**src/rtl/serial_adder_pkg.sv**
```systemverilog
// rtl/serial_adder_pkg.sv - shared state encoding and sizing helpers for serial_adder_n
package serial_adder_pkg;

    typedef logic [1:0] state_t;

    localparam state_t ST_IDLE = 2'd0;
    localparam state_t ST_RUN  = 2'd1;
    localparam state_t ST_DONE = 2'd2;

    // Number of digits (clock cycles) needed for one operation.
    function automatic int calc_n(input int width, input int digit);
        return width / digit;
    endfunction

    // Digit counter width; at least one bit so N=1 still has a legal register.
    function automatic int calc_cnt_w(input int n);
        return (n <= 1) ? 1 : $clog2(n);
    endfunction

endpackage

```
**src/rtl/serial_adder_n_fa_digit.sv**
```systemverilog
// rtl/serial_adder_n_fa_digit.sv - DIGIT-bit ripple of full adders (c_msb only with SERIAL_ADDER_OVF_EN)
module fa_digit #(
    parameter int DIGIT = 1
) (
    input  logic [DIGIT-1:0] a,
    input  logic [DIGIT-1:0] b,
    input  logic             cin,
    output logic [DIGIT-1:0] s,
    output logic             cout
`ifdef SERIAL_ADDER_OVF_EN
    ,
    output logic             c_msb
`endif
);

    logic [DIGIT:0] w_c;

    assign w_c[0] = cin;

    genvar i;
    for (i = 0; i < DIGIT; i++) begin : g_fa
        assign s[i]     = a[i] ^ b[i] ^ w_c[i];
        assign w_c[i+1] = (a[i] & b[i]) | (w_c[i] & (a[i] ^ b[i]));
    end

    assign cout = w_c[DIGIT];

`ifdef SERIAL_ADDER_OVF_EN
    // Carry into the top bit; XOR with cout gives signed overflow.
    assign c_msb = w_c[DIGIT-1];
`endif

endmodule

```
**src/rtl/serial_adder_n.sv**
```systemverilog
// rtl/serial_adder_n.sv - digit-serial add/subtract with start/busy/done handshake (option: SERIAL_ADDER_OVF_EN)
module serial_adder_n
    import serial_adder_pkg::*;
#(
    parameter int WIDTH = 16,
    parameter int DIGIT = 1
) (
    input  logic             CLK,
    input  logic             RST_N,
    input  logic             START,
    input  logic             SUB,
    input  logic [WIDTH-1:0] A,
    input  logic [WIDTH-1:0] B,
    input  logic             CIN,
    output logic [WIDTH-1:0] S,
    output logic             COUT,
    output logic             OVF,
    output logic             BUSY,
    output logic             DONE
);

    localparam int             N        = calc_n(WIDTH, DIGIT);
    localparam int             CW       = calc_cnt_w(N);
    localparam logic [CW-1:0]  CNT_LAST = CW'(N - 1);

    state_t           r_state;
    // r_a holds operand A; as its low digit is consumed the sum digit enters
    // at the top, so after N shifts it holds the complete result.
    logic [WIDTH-1:0] r_a;
    logic [WIDTH-1:0] r_b;
    logic             r_carry;
    logic [CW-1:0]    r_cnt;
    logic [WIDTH-1:0] r_s;
    logic             r_cout;

    logic [DIGIT-1:0] w_sum;
    logic             w_cout;
    logic [WIDTH-1:0] w_a_next;
    logic             w_accept;
    logic             w_last;

    assign w_accept = START && ((r_state == ST_IDLE) || (r_state == ST_DONE));
    assign w_last   = (r_state == ST_RUN) && (r_cnt == CNT_LAST);

`ifdef SERIAL_ADDER_OVF_EN
    logic w_cmsb;
    logic r_ovf;

    fa_digit #(.DIGIT(DIGIT)) u_fa (
        .a     (r_a[DIGIT-1:0]),
        .b     (r_b[DIGIT-1:0]),
        .cin   (r_carry),
        .s     (w_sum),
        .cout  (w_cout),
        .c_msb (w_cmsb)
    );

    // Overflow flag is captured only at completion, alongside S and COUT.
    always_ff @(posedge CLK) begin
        if (!RST_N) begin
            r_ovf <= 1'b0;
        end else if (w_last) begin
            r_ovf <= w_cmsb ^ w_cout;
        end
    end

    assign OVF = r_ovf;
`else
    fa_digit #(.DIGIT(DIGIT)) u_fa (
        .a    (r_a[DIGIT-1:0]),
        .b    (r_b[DIGIT-1:0]),
        .cin  (r_carry),
        .s    (w_sum),
        .cout (w_cout)
    );

    assign OVF = 1'b0;
`endif

    // With a single digit the whole register is replaced by the sum.
    if (N == 1) begin : g_one_digit
        assign w_a_next = w_sum;
    end else begin : g_multi_digit
        assign w_a_next = {w_sum, r_a[WIDTH-1:DIGIT]};
    end

    // Control FSM plus operand/carry datapath and result capture.
    always_ff @(posedge CLK) begin
        if (!RST_N) begin
            r_state <= ST_IDLE;
            r_a     <= '0;
            r_b     <= '0;
            r_carry <= 1'b0;
            r_cnt   <= '0;
            r_s     <= '0;
            r_cout  <= 1'b0;
        end else begin
            case (r_state)
                ST_IDLE, ST_DONE: begin
                    if (w_accept) begin
                        // Subtract is A + ~B + ~borrow, so fold SUB into B and the carry.
                        r_a     <= A;
                        r_b     <= SUB ? ~B : B;
                        r_carry <= CIN ^ SUB;
                        r_cnt   <= '0;
                        r_state <= ST_RUN;
                    end else begin
                        r_state <= ST_IDLE;
                    end
                end
                ST_RUN: begin
                    r_a     <= w_a_next;
                    r_b     <= r_b >> DIGIT;
                    r_carry <= w_cout;
                    if (w_last) begin
                        r_cnt   <= '0;
                        r_s     <= w_a_next;
                        r_cout  <= w_cout;
                        r_state <= ST_DONE;
                    end else begin
                        r_cnt <= r_cnt + CW'(1);
                    end
                end
                default: r_state <= ST_IDLE;
            endcase
        end
    end

    assign S    = r_s;
    assign COUT = r_cout;
    assign BUSY = (r_state == ST_RUN);
    assign DONE = (r_state == ST_DONE);

endmodule

```
**config.mk**
```make
export PLATFORM = sky130hd
export DESIGN_NAME = serial_adder_n
export DESIGN_NICKNAME = d
export VERILOG_FILES = /design/src/rtl/serial_adder_pkg.sv /design/src/rtl/serial_adder_n_fa_digit.sv /design/src/rtl/serial_adder_n.sv
export SDC_FILE = /design/constraint.sdc
export NUM_CORES = 1
export LEC_CHECK = 0
export ABC_AREA = 1
export ABC_CLOCK_PERIOD_IN_PS = 1200
export BUFFER_PORTS_ARGS = -buffer_cell sky130_fd_sc_hd__clkbuf_2
export CELL_PAD_IN_SITES_DETAIL_PLACEMENT = 1
export CELL_PAD_IN_SITES_GLOBAL_PLACEMENT = 1
export CORE_UTILIZATION = 34
export CTS_CLUSTER_DIAMETER = 200
export CTS_CLUSTER_SIZE = 28
export DETAILED_ROUTE_END_ITERATION = 12
export PLACE_DENSITY = 0.75
export SYNTH_ARGS = -nofsm -noshare
export SYNTH_HDL_FRONTEND = slang
export SYNTH_SLANG_ARGS = --single-unit
```
**constraint.sdc**
```tcl
create_clock -name CLK -period 1.2 [get_ports CLK]
set_input_delay 0.18 -clock CLK [delete_from_list [all_inputs] [get_ports CLK]]
set_output_delay 0.18 -clock CLK [all_outputs]
set_load 0.1 [all_outputs]
```
---- After elaboration in Yosys (flattened, before gate mapping) ----
Cells that the tools add are included.
word-level totals
  bits in registers ....................... 56
  output and inout bits ................... 20
  logic and storage cells ................. 41
operators by class
  add/sub/neg operators ................... 1
  eq/ne operators ......................... 5
  mux-type cells .......................... 13
  bitwise logic cells ..................... 7
  reduce and logical (&&, ||, !) cells .... 8
operators with widths
  kind                 count
  $pmux 16 s2          2
  $mux 16              3
  $not 16->16          1
  $mux 4               2
  $pmux 4 s2           1
  $add 4x1->4 const B  1
  $eq 4x4->1 const B   1
  $pmux 2 s2           1
  $reduce_and 2->1     2
  $xor 1x1->1          3
  $and 1x1->1          2
  $eq 2x1->1 const B   1
  $eq 2x2->1 const B   1
  $logic_and 1x1->1    2
  $logic_not 2->1      1
  $mux 1               2
  $mux 2               1
  $ne 2x1->1 const B   1
  $ne 2x2->1 const B   1
  $pmux 1 s2           1
  $reduce_bool 2->1    1
  $reduce_or 2->1      1
  $logic_or 1x1->1     1
  $or 1x1->1           1

---- Longest topological paths before layout ----
Gate-level depths: netlist (run 1).
  depth in word-level cells ............... 5
  gate-level depth with buffers ........... 8
  depth with buffers taken out ............ 7

---- By module ----
A second synthesis (run 1) with hierarchy kept.
unflattened totals
  cells, all modules ...................... 369
  area, all modules ....................... 2557.5 sq um
modules (own cells, without submodules)
  module          instances  cells an instance  area an instance (sq um)
  serial_adder_n  1          368                2537.4
  fa_digit        1          1                  20.0

---- Worst setup path after synthesis (run 1) ----
OpenSTA, ideal clock, no wires.
  path type ............................... flip-flop to output port
  start ................................... register r_state[1]
  end ..................................... output DONE
  data arrival time ....................... 1.754 ns
  data required time ...................... 1.020 ns
  path slack .............................. -0.734 ns
  cell stages (with the launch flop) ...... 3
  buffers on the path ..................... 0
  path through ............................ dfxtp_1 -> inv_1 -> nor2_1
between the ends
  word-level cells in the longest chain between the ends .. 1
ends and longest elaborated chain
  what                      RTL line               source
  start: declaration        serial_adder_n.sv:26   state_t r_state;
  start signal: assignment  serial_adder_n.sv:90   r_state <= ST_IDLE;
  start signal: assignment  serial_adder_n.sv:106  r_state <= ST_RUN;
  start signal: assignment  serial_adder_n.sv:108  r_state <= ST_IDLE;
  $eq 2x2->1                serial_adder_n.sv:132  assign DONE = (r_state == ST_DONE);
  end: declaration          serial_adder_n.sv:19   output logic DONE
No other way between the ends.

---- Worst setup path in the final report (run 1) ----
  start ................................... register r_carry
  end ..................................... register r_a[15]
between the ends
  word-level cells in the longest chain between the ends .. 2
ends and longest elaborated chain
  what                      RTL line                       source
  start: declaration        serial_adder_n.sv:31           logic r_carry;
  start signal: assignment  serial_adder_n.sv:104          r_carry <= CIN ^ SUB;
  start signal: assignment  serial_adder_n.sv:114          r_carry <= w_cout;
  $xor 1x1->1               serial_adder_n_fa_digit.sv:22  assign s[i] = a[i] ^ b[i] ^ w_c[i];
  net u_fa.s                serial_adder_n_fa_digit.sv:8   output logic [DIGIT-1:0] s,
  $pmux 16 s2               serial_adder_n.sv:98           case (r_state)
  end signal: assignment    serial_adder_n.sv:112          r_a <= w_a_next;
  end: declaration          serial_adder_n.sv:29           logic [WIDTH-1:0] r_a;
The timed path passes the listed nets, and every way through them passes these cells.
A chain may end at the register's enable or synchronous reset.

==> results of run 1 <==
[metal layers]
layer / global-route usage / vias to the layer above / part of all wire
met2: 0.352 / 53 / 0.51
met3: 0.0351 / 6 / 0.027
met4: 0.0469 / 0 / 0.0095
met1: 0.238 / 1205 / 0.45
met5: 0 / - / 0
li1: - / 1276 / -
[cell usage after synthesis (all sizes together)]
library cell,n
a21oi,22
buf,18
clkbuf,3
conb,1
dfxtp,56
fa,1
ha,1
inv,26
nand2,141
nand3,53
nand4,1
nor2,18
o21a,1
o21ai,3
xor2,17
[through the flow]
| step | power [W] | util |
|---|---|---|
| detailed placement | 0.00310 | 0.470 |
| global route | 0.00440 | 0.510 |
| finish | 0.00422 | 0.510 |
| global placement | 0.00307 | 0.470 |
| floorplan | 0.00272 | - |
| CTS | 0.00412 | 0.486 |
[state kept, by name (all words and copies together), names as in the netlist]
signal,count
r_b,16
S,16
r_carry,1
r_state,2
r_a,16
r_cnt,4
COUT,1
[worst max-delay path: cells and delay by family (launching register included)]
family | cells | cell delay (ps)
fa+ha+maj | 1 | 520
buf+inv | 2 | 120
flops | 1 | 350
compound gates | 2 | 260
[layout make-up]
cell class | instances | share of cell area
multi-input cells | 260 | 0.363
flip-flops and latches | 56 | 0.309
repair buffers | 88 | 0.245
well taps | 99 | 0.0333
inverters | 26 | 0.0289
clock buffers | 6 | 0.0195
clock inverters | 1 | 0.00134
[logic make-up (layout without fill, tap and decap cells)]
group / after synthesis / count (layout) / synth area share
and+or+nand+nor: 213 / 214 / 0.353
adders and majority gates: 2 / 2 / 0.0127
xor gates and xnor gates: 17 / 17 / 0.0580
other: 1 / 1 / 0.00146
DFF: 56 / 56 / 0.436
buffers and inverters: 47 / 121 / 0.0867
AOI/OAI and AO/OA: 26 / 26 / 0.0516
[worst paths after layout]
| kind | endpoint | startpoint | slack (ps) | depth (start not counted) |
|---|---|---|---|---|
| min reg2reg | S[11] | r_a[12] | 460 | 2 |
| max | r_a[15] | r_carry | -120 | 5 |
| max reg2reg | r_a[15] | r_carry | -120 | 5 |
| min | r_b[15] | B[15] | 180 | 4 |
[timing repair]
action                                  in CTS  in global routing
endpoints found under the setup margin      45                 55
buffers inserted                             2                  1
gates resized for setup                      9                 24
pin swaps                                    3                  3
hold buffers                                 0                  0
gates cloned                                 0                  3
[where the power goes]
| group | switching [W] | internal (W) | leakage [nW] |
|---|---|---|---|
| Clock | 0.000609 | 0.000400 | 0.0410 |
| Sequential | 0.0000936 | 0.00198 | 0.468 |
| Combinational | 0.000677 | 0.000459 | 1.31 |
==> metrics, run 1 <==
status finished with violations; failing checks negative setup slack; number of diodes 0; path class of the lowest-slack min-delay path in -> reg; area enclosed by the die boundary 7910 µm²; final weighted congestion in routability-driven placement 0.786; buffer depth of the longest clock path 2; initial core utilization 0.352; top-area cell type share of the netlist area 0.436; total of buffers placed on input and output ports 55; fraction of final layout cells with drive strength greater than 1 0.325; register area share after synthesis 0.436; minimum setup slack in the final design -124 ps; Net count, final 476; Fin Setup TNS -1050 ps; data required time of the worst path 1440 ps; Hold Slack 176 ps; number of antenna violations at the first check in global routing 0; highest clock frequency the design can meet 755 MHz; count of H-tree levels built during CTS 2; number of nets produced by synthesis 401; startpoint class of the critical path register; Total Routing Usage GR 0.194; count of unique library cells instantiated by Yosys 23; cell taking the most area after synthesis dfxtp_1; die width 88.9 µm; number of nets with antenna violations after detailed routing 0; detailed router's first-iteration violation count 99; Crit Path Max Fanout 2; CTS clock-pin slew for the worst setup and hold paths 100 ps; commonest cells after routing, fill and taps aside nand2_1, nand3_1, clkbuf_2, dfxtp_1, buf_12; routed length per instance 14.9 µm; number of DRC violations after detailed routing 0; summed instance area of the synthesized netlist 2570 µm²; sum of overflow across all layers after global routing 0; ranking of synthesized cells by area dfxtp_1, nand2_1, nand3_1, xor2_1, a21oi_1; number of top-level pins 57; Worst Path Class, Setup reg -> reg; Max VDD drop 0.576 mV; leakage dissipation 1.82 nW; clock sink count 56; post-synthesis sequential element count 56; design area 3720 µm²; Filler Cell Count 908; worst skew pair latency 310 ps; via count of the routed design 2540; wire length of the first global-routing pass 11.7 mm; sum of routed wire length over all layers 7.98 mm; commonest non-fill, non-tap cell in the layout nand2_1; pwr dens 1130 nW/µm²; post-layout min period 1320 ps; number of pins exceeding their max-slew limit in the final report 0; total CTS buffers 5; critical path's slowest cell fa_1; data arrival time of the worst path 1570 ps; largest net degree at the start of global routing 25; DPL Wire Length 5.13 mm; root buffer cell clkbuf_8; Placement Rows 31; area taken by multi-input logic gates 1350 µm²; Avg Synthesized Cell Area 7.10 µm²; Via density 4.74; Setup violations, final 25; number of warnings printed during yosys synthesis 0; Post-Place Cells 523; Tcrit/Tclk final 1.10; number of global-route vias before repair 2432; number of optimization iterations in the first detailed-route pass 4; die height 88.9 µm; Worst setup EP type register; post-route non-filler standard cell count 536; cell mode on critical path inv_1; Post-Place Worst Slack -65.8 ps; Placeable Area 7290 µm²; Hold Violations, Final 0; DP Area 3430 µm²; crit-path cells fa_1 > inv_1 > o21ai_1 > inv_1 > a21oi_2; cells after synthesis 362; clock tree from TritonCTS done; area of all sequential standard cells 1150 µm²; max cap viols 0; final worst clock skew 10.3 ps; layout-stage area growth over the synthesis result 44.9%; longest individual stage delay on the worst path 520 ps; unrepaired setup endpoints after global routing yes
No activity file was read; power rests on OpenSTA's default activity.
==> run 2: changes to the inputs <==
- SYNTH_HIERARCHICAL: default -> 1
==> metrics, run 2 <==
Setup violations, final 48 (+92%); DPL Wire Length 5.30 mm (+3.3%); Worst setup EP type register; post-route non-filler standard cell count 554 (+3.4%); register area share after synthesis 0.438 (+0.00192); CTS clock-pin slew for the worst setup and hold paths 110 ps (about the same); summed instance area of the synthesized netlist 2560 µm² (-0.44%); number of optimization iterations in the first detailed-route pass 4 (unchanged); clock tree from TritonCTS done; top post-synthesis cells by count nand2_1, dfxtp_1, nand3_1; pwr dens 1170 nW/µm² (+3.2%); total CTS buffers 5 (unchanged); total of buffers placed on input and output ports 55 (unchanged); dominant synthesized flop cell dfxtp_1; Worst Path Class, Setup reg -> reg; clock sink count 56 (unchanged); post-layout min period 1370 ps (+47.4 ps); number of nets with antenna violations after detailed routing 0 (unchanged); post-synthesis sequential element count 56 (unchanged); sum of routed wire length over all layers 9.31 mm (+17%); detailed router's first-iteration violation count 80 (-19%); crit-path cells inv_4 > nor2_8 > buf_4 > buf_6 > nand2_2 > buf_4 > nand3_1 > o21ai_0; max cap viols 0 (unchanged); die height 88.7 µm (-0.21%); commonest cells after routing, fill and taps aside nand2_1, nand3_1, clkbuf_2, dfxtp_1, nand2_2; data arrival time of the worst path 1570 ps (about the same); cell taking the most area after synthesis dfxtp_1; area enclosed by the die boundary 7870 µm² (-0.43%); sum of overflow across all layers after global routing 0 (unchanged); Tcrit/Tclk final 1.14 (+0.0395); number of warnings printed during yosys synthesis 6 (+6); via count of the routed design 2720 (+7.1%); number of global-route vias before repair 2741 (+13%); root buffer cell clkbuf_8; Max VDD drop 0.845 mV (+47%); routed length per instance 16.8 µm (+13%); minimum setup slack in the final design -172 ps (-47.4 ps); leakage dissipation 2.00 nW (+10%); buffer depth of the longest clock path 2 (unchanged); longest individual stage delay on the worst path 390 ps (-130 ps); count of unique library cells instantiated by Yosys 21 (-8.7%); number of DRC violations after detailed routing 0 (unchanged); critical path's slowest cell dfxtp_4; number of diodes 0 (unchanged); ranking of synthesized cells by area dfxtp_1, nand2_1, nand3_1, xor2_1, a21oi_1; startpoint class of the critical path register; number of pins exceeding their max-slew limit in the final report 0 (unchanged); Net count, final 493 (+3.6%); die width 88.7 µm (-0.21%); commonest non-fill, non-tap cell in the layout nand2_1; count of H-tree levels built during CTS 2 (unchanged); wire length of the first global-routing pass 13.1 mm (+11%); area of all sequential standard cells 1150 µm² (+0.22%); Total Routing Usage GR 0.221 (+0.0271); library cell with the highest instance count after synthesis nand2_1; Hold Violations, Final 0 (unchanged); Post-Place Worst Slack -134 ps (-68.2 ps); status finished with violations; Placement Rows 31 (unchanged); Crit Path Max Fanout 6 (+4); failing checks negative setup slack; unrepaired setup endpoints after global routing yes; fraction of final layout cells with drive strength greater than 1 0.446 (+0.121); Filler Cell Count 893 (-1.7%); fraction of registers with async set or reset after synthesis 0 (unchanged); data required time of the worst path 1400 ps (-40 ps); cells after synthesis 369 (+1.9%); layout-stage area growth over the synthesis result 57.7%; number of top-level pins 57 (unchanged); largest net degree at the start of global routing 21 (-16%); path class of the lowest-slack min-delay path in -> reg; area taken by multi-input logic gates 1470 µm² (+8.8%); number of nets produced by synthesis 408 (+1.7%); Placeable Area 7250 µm² (-0.53%); number of antenna violations at the first check in global routing 0 (unchanged); Via density 4.91 (+3.6%); Avg Synthesized Cell Area 6.93 µm² (-2.3%); top-area cell type share of the netlist area 0.438 (+0.00192); Post-Place Cells 529 (+1.1%); final weighted congestion in routability-driven placement 0.762 (-3.0%); worst skew pair latency 320 ps (about the same); highest clock frequency the design can meet 729 MHz (-3.5%); cell mode on critical path buf_4; number of synthesized flops with an enable pin 0 (unchanged); final worst clock skew 14.9 ps (+4.63 ps); initial core utilization 0.353 (about the same)
-- run 2: cell count changes after synthesis, moves of 2 or more --
cell,before,now
nand2_1,136,141
clkbuf_1,3,5
xor2_1,17,14
buf_2,7,10
buf_4,6,3
nor2_1,17,23
-- run 2: stage by stage --
| stage | setup TNS [ps] | util | total power, W | hold WS [ps] | instance area, µm² |
|---|---|---|---|---|---|
| 2_1_floorplan | -254 | - | 0.00270 | 367 | 2590 |
| 3_3_place_gp | -199 | 0.469 | 0.00306 | 444 | 3400 |
| 3_5_place_dp | -2250 | 0.469 | 0.00309 | 453 | 3400 |
| 4_1_cts | -2410 | 0.519 | 0.00449 | 155 | 3760 |
| 5_1_grt | -6700 | 0.556 | 0.00489 | 193 | 4030 |
| 6_report | -4210 | 0.556 | 0.00471 | 166 | 4030 |
-- run 2: power breakdown --
part           total (W)  switching (W)  internal (W)
sequential       0.00209       0.000111       0.00198
clock            0.00129       0.000671      0.000620
combinational    0.00133       0.000766      0.000568
total            0.00471        0.00155       0.00316
-- run 2: routing by layer --
metal,track usage,up-vias,share of wire
li1,-,1320,-
met1,0.252,1313,0.40
met5,0,-,0
met2,0.413,68,0.54
met4,0.0718,0,0.019
met3,0.0420,19,0.036
-- run 2: logic make-up (layout without fill, tap and decap cells) --
group	count (synthesis)	count (layout)	synth area share
DFF	56	56	0.438
buffers and inverters	48	134	0.0856
AOI/OAI and AO/OA	26	26	0.0519
other	1	1	0.00147
adders and majority gates	2	2	0.0127
xor gates and xnor gates	14	14	0.0479
and+or+nand+nor	222	222	0.362
-- run 2: what timing repair did --
item,4_1_cts,5_1_grt
hold buffers,0,0
pin swaps,15,2
gates cloned,3,4
gates resized for setup,48,51
endpoints found under the hold margin,0,0
setup buffers,8,2
setup endpoints to repair,44,56
-- run 2: path summary, 6_finish.rpt --
path | start | end | slack [ps] | depth (start not counted)
worst max-delay path | r_state[0] | S[15] | -170 | 8
worst min-delay path | B[15] | r_b[15] | 170 | 4
worst max register to register | r_state[0] | S[15] | -170 | 8
worst min register to register | r_a[2] | S[1] | 470 | 2
-- run 2: area by class of cell --
class / instances / area share
multi-input cells: 265 / 0.364
repair buffers: 100 / 0.264
clock buffers: 5 / 0.0171
flip-flops and latches: 56 / 0.286
clock inverters: 3 / 0.0105
inverters: 26 / 0.0273
well taps: 99 / 0.0307
-- run 2: worst max-delay path: cells and delay by family, from the launching register on --
family	cells	cell delay [ps]
buf+inv	4	490
flops	1	390
simple gates	3	280
compound gates	1	90
